## src/rtl/wb_arbiter.sv

```systemverilog
// Register-file writeback arbiter: ex writes win, long-latency results queue in a FIFO.
// Optional WB_BYPASS_EN lets a lu result skip the empty FIFO into the output stage.
module wb_arbiter #(
    parameter int DEPTH      = 4,
    parameter int STARVE_MAX = 8
) (
    input  logic        clk,
    input  logic        rst,
    input  logic        ex_wr_en_i,
    input  logic [4:0]  ex_wr_addr_i,
    input  logic [31:0] ex_wr_data_i,
    input  logic        lu_valid_i,
    output logic        lu_ready_o,
    input  logic [4:0]  lu_wr_addr_i,
    input  logic [31:0] lu_wr_data_i,
    output logic        wr_en_o,
    output logic [4:0]  wr_addr_o,
    output logic [31:0] wr_data_o,
    output logic        ex_stall_o,
    output logic        busy_o
);
    localparam int AW = $clog2(DEPTH);
    localparam int CW = AW + 1;

    logic [AW-1:0] wptr_q, wptr_d;
    logic [AW-1:0] rptr_q, rptr_d;
    logic [CW-1:0] count_q, count_d;
    logic [7:0]    age_q, age_d;
    logic          wr_en_q, wr_en_d;
    logic [4:0]    wr_addr_q, wr_addr_d;
    logic [31:0]   wr_data_q, wr_data_d;
    logic [4:0]    addr_mem_q [DEPTH];
    logic [31:0]   data_mem_q [DEPTH];

    logic ex_eff, empty, push, pop, bypass;

    assign lu_ready_o = (count_q != CW'(DEPTH));
    assign busy_o     = !empty;
    assign ex_stall_o = (age_q == 8'(STARVE_MAX));
    assign wr_en_o    = wr_en_q;
    assign wr_addr_o  = wr_addr_q;
    assign wr_data_o  = wr_data_q;

    always_comb begin
        ex_eff = ex_wr_en_i && (ex_wr_addr_i != 5'd0);
        empty  = (count_q == '0);
        bypass = 1'b0;
`ifdef WB_BYPASS_EN
        bypass = empty && !ex_eff && lu_valid_i && (lu_wr_addr_i != 5'd0);
`else
        bypass = 1'b0;
`endif
        // x0 results are handshaken but never stored
        push = lu_valid_i && lu_ready_o && (lu_wr_addr_i != 5'd0) && !bypass;
        pop  = !ex_eff && !empty;

        wr_en_d   = 1'b0;
        wr_addr_d = wr_addr_q;
        wr_data_d = wr_data_q;
        if (ex_eff) begin
            wr_en_d   = 1'b1;
            wr_addr_d = ex_wr_addr_i;
            wr_data_d = ex_wr_data_i;
        end else if (pop) begin
            wr_en_d   = 1'b1;
            wr_addr_d = addr_mem_q[rptr_q];
            wr_data_d = data_mem_q[rptr_q];
        end else if (bypass) begin
            wr_en_d   = 1'b1;
            wr_addr_d = lu_wr_addr_i;
            wr_data_d = lu_wr_data_i;
        end

        wptr_d  = push ? wptr_q + 1'b1 : wptr_q;
        rptr_d  = pop ? rptr_q + 1'b1 : rptr_q;
        count_d = count_q + CW'(push) - CW'(pop);

        age_d = age_q;
        if (empty || pop) begin
            age_d = 8'd0;
        end else if (age_q != 8'(STARVE_MAX)) begin
            age_d = age_q + 8'd1;
        end
    end

    always_ff @(posedge clk or posedge rst) begin
        if (rst) begin
            wptr_q    <= '0;
            rptr_q    <= '0;
            count_q   <= '0;
            age_q     <= '0;
            wr_en_q   <= 1'b0;
            wr_addr_q <= '0;
            wr_data_q <= '0;
        end else begin
            wptr_q    <= wptr_d;
            rptr_q    <= rptr_d;
            count_q   <= count_d;
            age_q     <= age_d;
            wr_en_q   <= wr_en_d;
            wr_addr_q <= wr_addr_d;
            wr_data_q <= wr_data_d;
        end
    end

    // Storage needs no reset; pointers and count define validity
    always_ff @(posedge clk) begin
        if (push) begin
            addr_mem_q[wptr_q] <= lu_wr_addr_i;
            data_mem_q[wptr_q] <= lu_wr_data_i;
        end
    end

endmodule
```

## config.mk

```make
export PLATFORM = sky130hd
export DESIGN_NAME = wb_arbiter
export DESIGN_NICKNAME = d
export VERILOG_FILES = /design/src/rtl/wb_arbiter.sv
export SDC_FILE = /design/constraint.sdc
export NUM_CORES = 1
export LEC_CHECK = 0
export CAP_MARGIN = 15
export CORE_MARGIN = 2
export CORE_UTILIZATION = 40
export DETAILED_ROUTE_END_ITERATION = 7
export GPL_TIMING_DRIVEN = 0
export SLEW_MARGIN = 15
export SYNTH_ARGS = -nofsm -noshare
export SYNTH_HDL_FRONTEND = slang
export SYNTH_SLANG_ARGS = --single-unit
```

## constraint.sdc

```tcl
create_clock -name clk -period 2.8 [get_ports clk]
set_input_delay 0.7 -clock clk [delete_from_list [all_inputs] [get_ports clk]]
set_output_delay 0.7 -clock clk [all_outputs]
set_load 0.01 [all_outputs]
```

Word-level counts from Yosys, hierarchy flattened
Memories as Yosys holds them, arrays and structs flattened.
Cells that the tools add are included.
{ "classes": {"n_lt_le_gt_ge": 0, "n_eq_ne": 3, "n_shift": 0, "addsub": 5, "multipliers": 0, "div_mod_pow": 0, "reduce_logical": 12, "mux": 10, "n_bitwise": 0} }
{ "op_table": {"columns": ["operator", "n"], "rows": [
  ["32-bit two-way mux", 2],
  ["8-bit two-way mux", 2],
  ["5-bit two-way mux", 2],
  ["5-bit nonzero test", 2],
  ["8-bit by 1-bit adder with 8-bit output (second input constant)", 1],
  ["8-bit by 4-bit == test with 1-bit output (second input constant)", 1],
  ["8-bit by 4-bit inequality test with 1-bit output (second input constant)", 1],
  ["2-bit by 1-bit adder with 2-bit output (second input constant)", 2],
  ["1-bit logical AND", 4],
  ["1-bit two-way mux", 4],
  ["2-bit nonzero test", 2],
  ["3-bit by 1-bit adder with 3-bit output", 1],
  ["3-bit logical NOT", 1],
  ["3-bit inequality test (second input constant)", 1],
  ["3-bit by 1-bit subtractor with 3-bit output", 1],
  ["1-bit logical NOT", 2],
  ["1-bit logical OR", 1]
]} }
{ "totals": {"mem_bits_rw": 148, "inputBits": 78, "memories": 2, "romBits": 0, "elab_cells": 39, "ff_bits": 53, "latch_bits": 0} }
{ "mem_list": {"columns": ["name", "words", "width", "rd", "rd_clocked_by_memory_dff", "wr", "line", "source"], "rows": [
  ["data_mem_q", 4, 32, 1, 0, 1, "33", "logic [31:0] data_mem_q [DEPTH];"],
  ["addr_mem_q", 4, 5, 1, 0, 1, "32", "logic [4:0] addr_mem_q [DEPTH];"]
]} }

Longest topological paths before layout
{ "logic_depth": {"ltp_word": 6, "mapped_depth": 11, "ltp_nobuf": 11} }

Least setup slack after synthesis
OpenSTA, ideal clock, no wires.
{ "synth_path": {"path_type": "in2reg", "start": "input port ex_wr_addr_i[1]", "end": "register count_q[2]", "slack_ns": 0.044, "arrival_time_ns": 2.634, "n_path_buf": 0, "t_required_ns": 2.677, "stages": 10, "cell_sequence": "or4_4 o21ai_4 and2_1 ha_1 inv_1 ha_1 inv_1 fa_1 xnor2_1 xnor2_1"} }
{ "synth_via": {"elab_chain_cells": 5} }
{ "synth_lines": {"columns": ["item", "line", "source"], "rows": [
  ["from (decl)", "10", "input logic [4:0] ex_wr_addr_i,"],
  ["5-bit nonzero test", "45", "ex_eff = ex_wr_en_i && (ex_wr_addr_i != 5'd0);"],
  ["1-bit logical AND", "45", null],
  ["1-bit logical NOT", "55", "pop = !ex_eff && !empty;"],
  ["1-bit logical AND", "55", null],
  ["via pop", "35", "logic ex_eff, empty, push, pop, bypass;"],
  ["3-bit by 1-bit subtractor with 3-bit output", "76", "count_d = count_q + CW'(push) - CW'(pop);"],
  ["via count_d[2]", "27", "logic [CW-1:0] count_q, count_d;"],
  ["to (signal assigned)", "98", "count_q <= count_d;"],
  ["to (decl)", "27", null]
]} }
The timed path passes the listed nets, and every way through them passes these cells.
A chain may end at the register's enable or synchronous reset.

Final worst setup path
Ends and elaborated chain as after synthesis.

==> run_results.csv <==
group,metric,value,unit
status,status,"finished, final reports clean",
timing,post-route-period-util,97.6,%
synthesis,synth_top_flop_cell,"edfxtp_1",
cts,cts_made_buffers,22,
cts,clock-sinks,201,
timing,finalMaxSlewViolations,0,
worst_setup_path,crit_path_max_incr_delay,0.55,ns
timing,period_minus_slack,2.73,ns
global_route,antenna_found_initial,0,
routing,routed_via_density,5.05,
pwr,p_per_area,984,nW/um^2
timing,hold_violations,0,
synthesis,postSynth.asyncResetShare,26.4,%
global_route,grt_pass1_vias,4887,
global_route,grt_pass1_wl,27100,um
worst_hold_path,hold_path_class,"input pin to flop",
synthesis,synth_largest_area_cell,"edfxtp_1",
timing,max_slew_margin,51.0,%
die,fp.dieW,144,um
worst_hold_path,min_from,"lu_wr_addr_i[2]",
synthesis,synth_top_family_by_area,"multiplexers",
cts,root_buffer,"clkbuf_16",
synthesis,synthXorXnorAreaFrac,1.22,%
synthesis,synthSimpleGateAreaFrac,7.44,%
synthesis,synth_compound_area_share,3.40,%
pwr,p_leak,3.70,nW
die,ios,119,
synthesis,synth_edf_count,148,
cts,path_clk_slew,0.06,ns
cts,h-tree-depth,1,
pwr,clkPwrFrac,26.9,%
synthesis,yosysSeqAreaShare,73.3,%
synthesis,muxShareOfSynthArea,10.9,%
worst_setup_path,reg2reg_from,"count_q[1]",
global_route,grt_overflow_total,0,
pwr,p_sw,2.96,mW
synthesis,synth_top_area_share,56.5,%
timing,tightestPinTransition,0.735,ns
worst_setup_path,crit_arrival,3.11,ns
die,start_util,40.6,%
synthesis,syn_area,7870,um^2
pwr,vdd_drop_max,0.000573,V
timing,setup_viol,0,
placement,dpl.hpwl,11900,um
synthesis,syn_avg_cell_area,16.5,um^2
cts,cts_tree,"done",
synthesis,synthDistinctLibCells,31,
synthesis,synthTopCellsByCount,"148 x edfxtp_1, 77 x nand2_1, 53 x dfrtp_1",
worst_setup_path,crit_required,3.18,ns
global_route,grt_max_degree,54,
pwr,power.share.combinational,30.9,%
cts,postCtsHoldBufs,0,
synthesis,synthTopCellsByArea,"edfxtp_1 56%, dfrtp_1 17%, mux4_2 11%",
worst_setup_path,startpoint,"ex_wr_addr_i[1]",
global_route,grt_usage,17.3,%
placement,portBuffers,118,
die,rows,51,
cells_and_area,area_growth,30.1,%
routing,drtIter0Drc,393,
routing,routedWlPerCell,19.6,um
timing,fmax,366,MHz
synthesis,yosysMostFrequentCell,"edfxtp_1",
cells_and_area,final_util,52.8,%
synthesis,ys_ff_latch,201,
flow_run,cap_violations,0,
cts,insertion_delay,0.51,ns
routing,dr.pass1.iters,4,
cts,clock_path_buffers,3,
die,fp.coreArea,19400,um^2
timing,clock_skew,0.0222,ns
synthesis,yosysWarnings,0,
worst_setup_path,path_cells,"clkdlybuf4s50_1 -> or4_4 -> o21ai_4 -> and2_4 -> ha_1 -> inv_1 -> ha_1 -> inv_1 -> fa_2 -> xnor2_2 -> xnor2_1",
die,die_h,144,um
worst_setup_path,r2r_slack,0.23,ns
timing,finalHoldWorstSlack,0.514,ns
pwr,seqPwrFrac,42.1,%
pwr,p_int,7.11,mW
placement,routabilityCongestion,0.835,
worst_setup_path,endpoint_kind,"flop",
cells_and_area,diodes,0,
routing,ant_nets,0,
cells_and_area,nets,714,
worst_setup_path,worst-path-max-fanout,2,
pwr,swShare,29.4,%
worst_setup_path,path_class,"input pin to flop",
synthesis,synth_fp_nets,565,
timing,rsz0062_at_grt,"true",
routing,vias,4578,
cells_and_area,drive_gt1_share,16.5,%
worst_setup_path,slowest_stage,"or4_4",
synthesis,yosys.area_share.adder,1.53,%
pwr,finalPower,10.1,mW
routing,drc,0,
routing,wirelength,17800,um
synthesis,synth_cells,478,
die,die-area,20800,um^2
worst_setup_path,start_kind,"input pin",
==> cells in the final DEF (no fill, tap or decap), types with 8 or more instances in the layout <==
cell type and count:
edfxtp_1 148, nor2_1 45, clkdlybuf4s50_1 113, clkbuf_16 22
inv_1 9, dfrtp_1 52, a31oi_1 35, mux4_2 37
buf_2 13, nand2_1 77, clkbuf_1 16, ha_1 8
==> cells by family after synthesis <==
group           Yosys count
compound gates           40
fa+ha+maj                 9
flops                   201
xor+xnor                 11
simple gates            142
mux                      39
buf+inv                  36
==> worst paths after layout <==
check                                   endpoint  cells after the start
worst max-delay path                  count_q[2]                     11
worst min-delay path            addr_mem_q[0][2]                      1
worst max register to register        count_q[2]                     11
worst min register to register      wr_addr_o[3]                      2
max in group asynchronous             count_q[1]                      2
min in group asynchronous          wr_data_o[12]                      2
==> registers in the layout, indices dropped and copies added, names as in the netlist <==
name / count
addr_mem_q: 20
data_mem_q: 128
wr_data_o: 32
wr_addr_o: 5
wptr_q: 2
wr_en_o: 1
count_q: 3
rptr_q: 2
age_q: 8
==> power by group through the flow <==
stage	clock [mW]	combinational [mW]	sequential [mW]
2_1_floorplan	0	1.72	4.33
3_5_place_dp	0	3.12	4.28
5_1_grt	2.88	3.40	4.31
3_3_place_gp	0	2.97	4.27
4_1_cts	2.76	3.17	4.23
6_report	2.71	3.12	4.24
==> layer usage <==
metal	global-route usage [%]	up-vias	wire (um)	part of all wire (%)
li1	-	2097	-	-
met5	0	-	0	0
met4	5.42	0	505	2.8
met2	30.5	104	9100	51
met3	2.55	33	645	3.6
met1	22.3	2344	7550	42
==> per-stage QoR <==
stage | cell area (um^2) | std cells | setup slack [ns] | TNS, ns
6_report | 10200 | 907 | 0.0674 | 0
5_1_grt | 10200 | 907 | -0.00115 | -0.00115
4_1_cts | 10200 | 907 | 0.0216 | 0
3_5_place_dp | 9480 | 865 | -0.593 | -21.96
3_3_place_gp | 9380 | 861 | -0.931 | -155.74
2_1_floorplan | 7870 | 478 | 0.0438 | 0
==> cell type report <==
cell class,count,area (um^2)
clock buffer,33,612
buffer,25,136
tap,265,332
multi-input combinational,241,1980
inverter,11,43.8
fill,1626,9160
clock inverter,6,66.3
timing repair buffer,125,1300
sequential,201,5770
==> critical path: cells and delay by family <==
family / cells / cell delay [ns]
adders and majority gates: 3 / 0.70
buffers and inverters: 3 / 0.54
AOI/OAI and AO/OA: 1 / 0.18
and+or+nand+nor: 2 / 0.72
xor gates and xnor gates: 2 / 0.27
==> timing repair <==
| item | CTS | global route |
|---|---|---|
| setup buffers | 3 | 0 |
| resized for setup | 12 | 5 |
| endpoints found under the setup margin | 3 | 2 |
| pin swaps | 5 | 1 |
No activity file was read; power rests on OpenSTA's default activity.
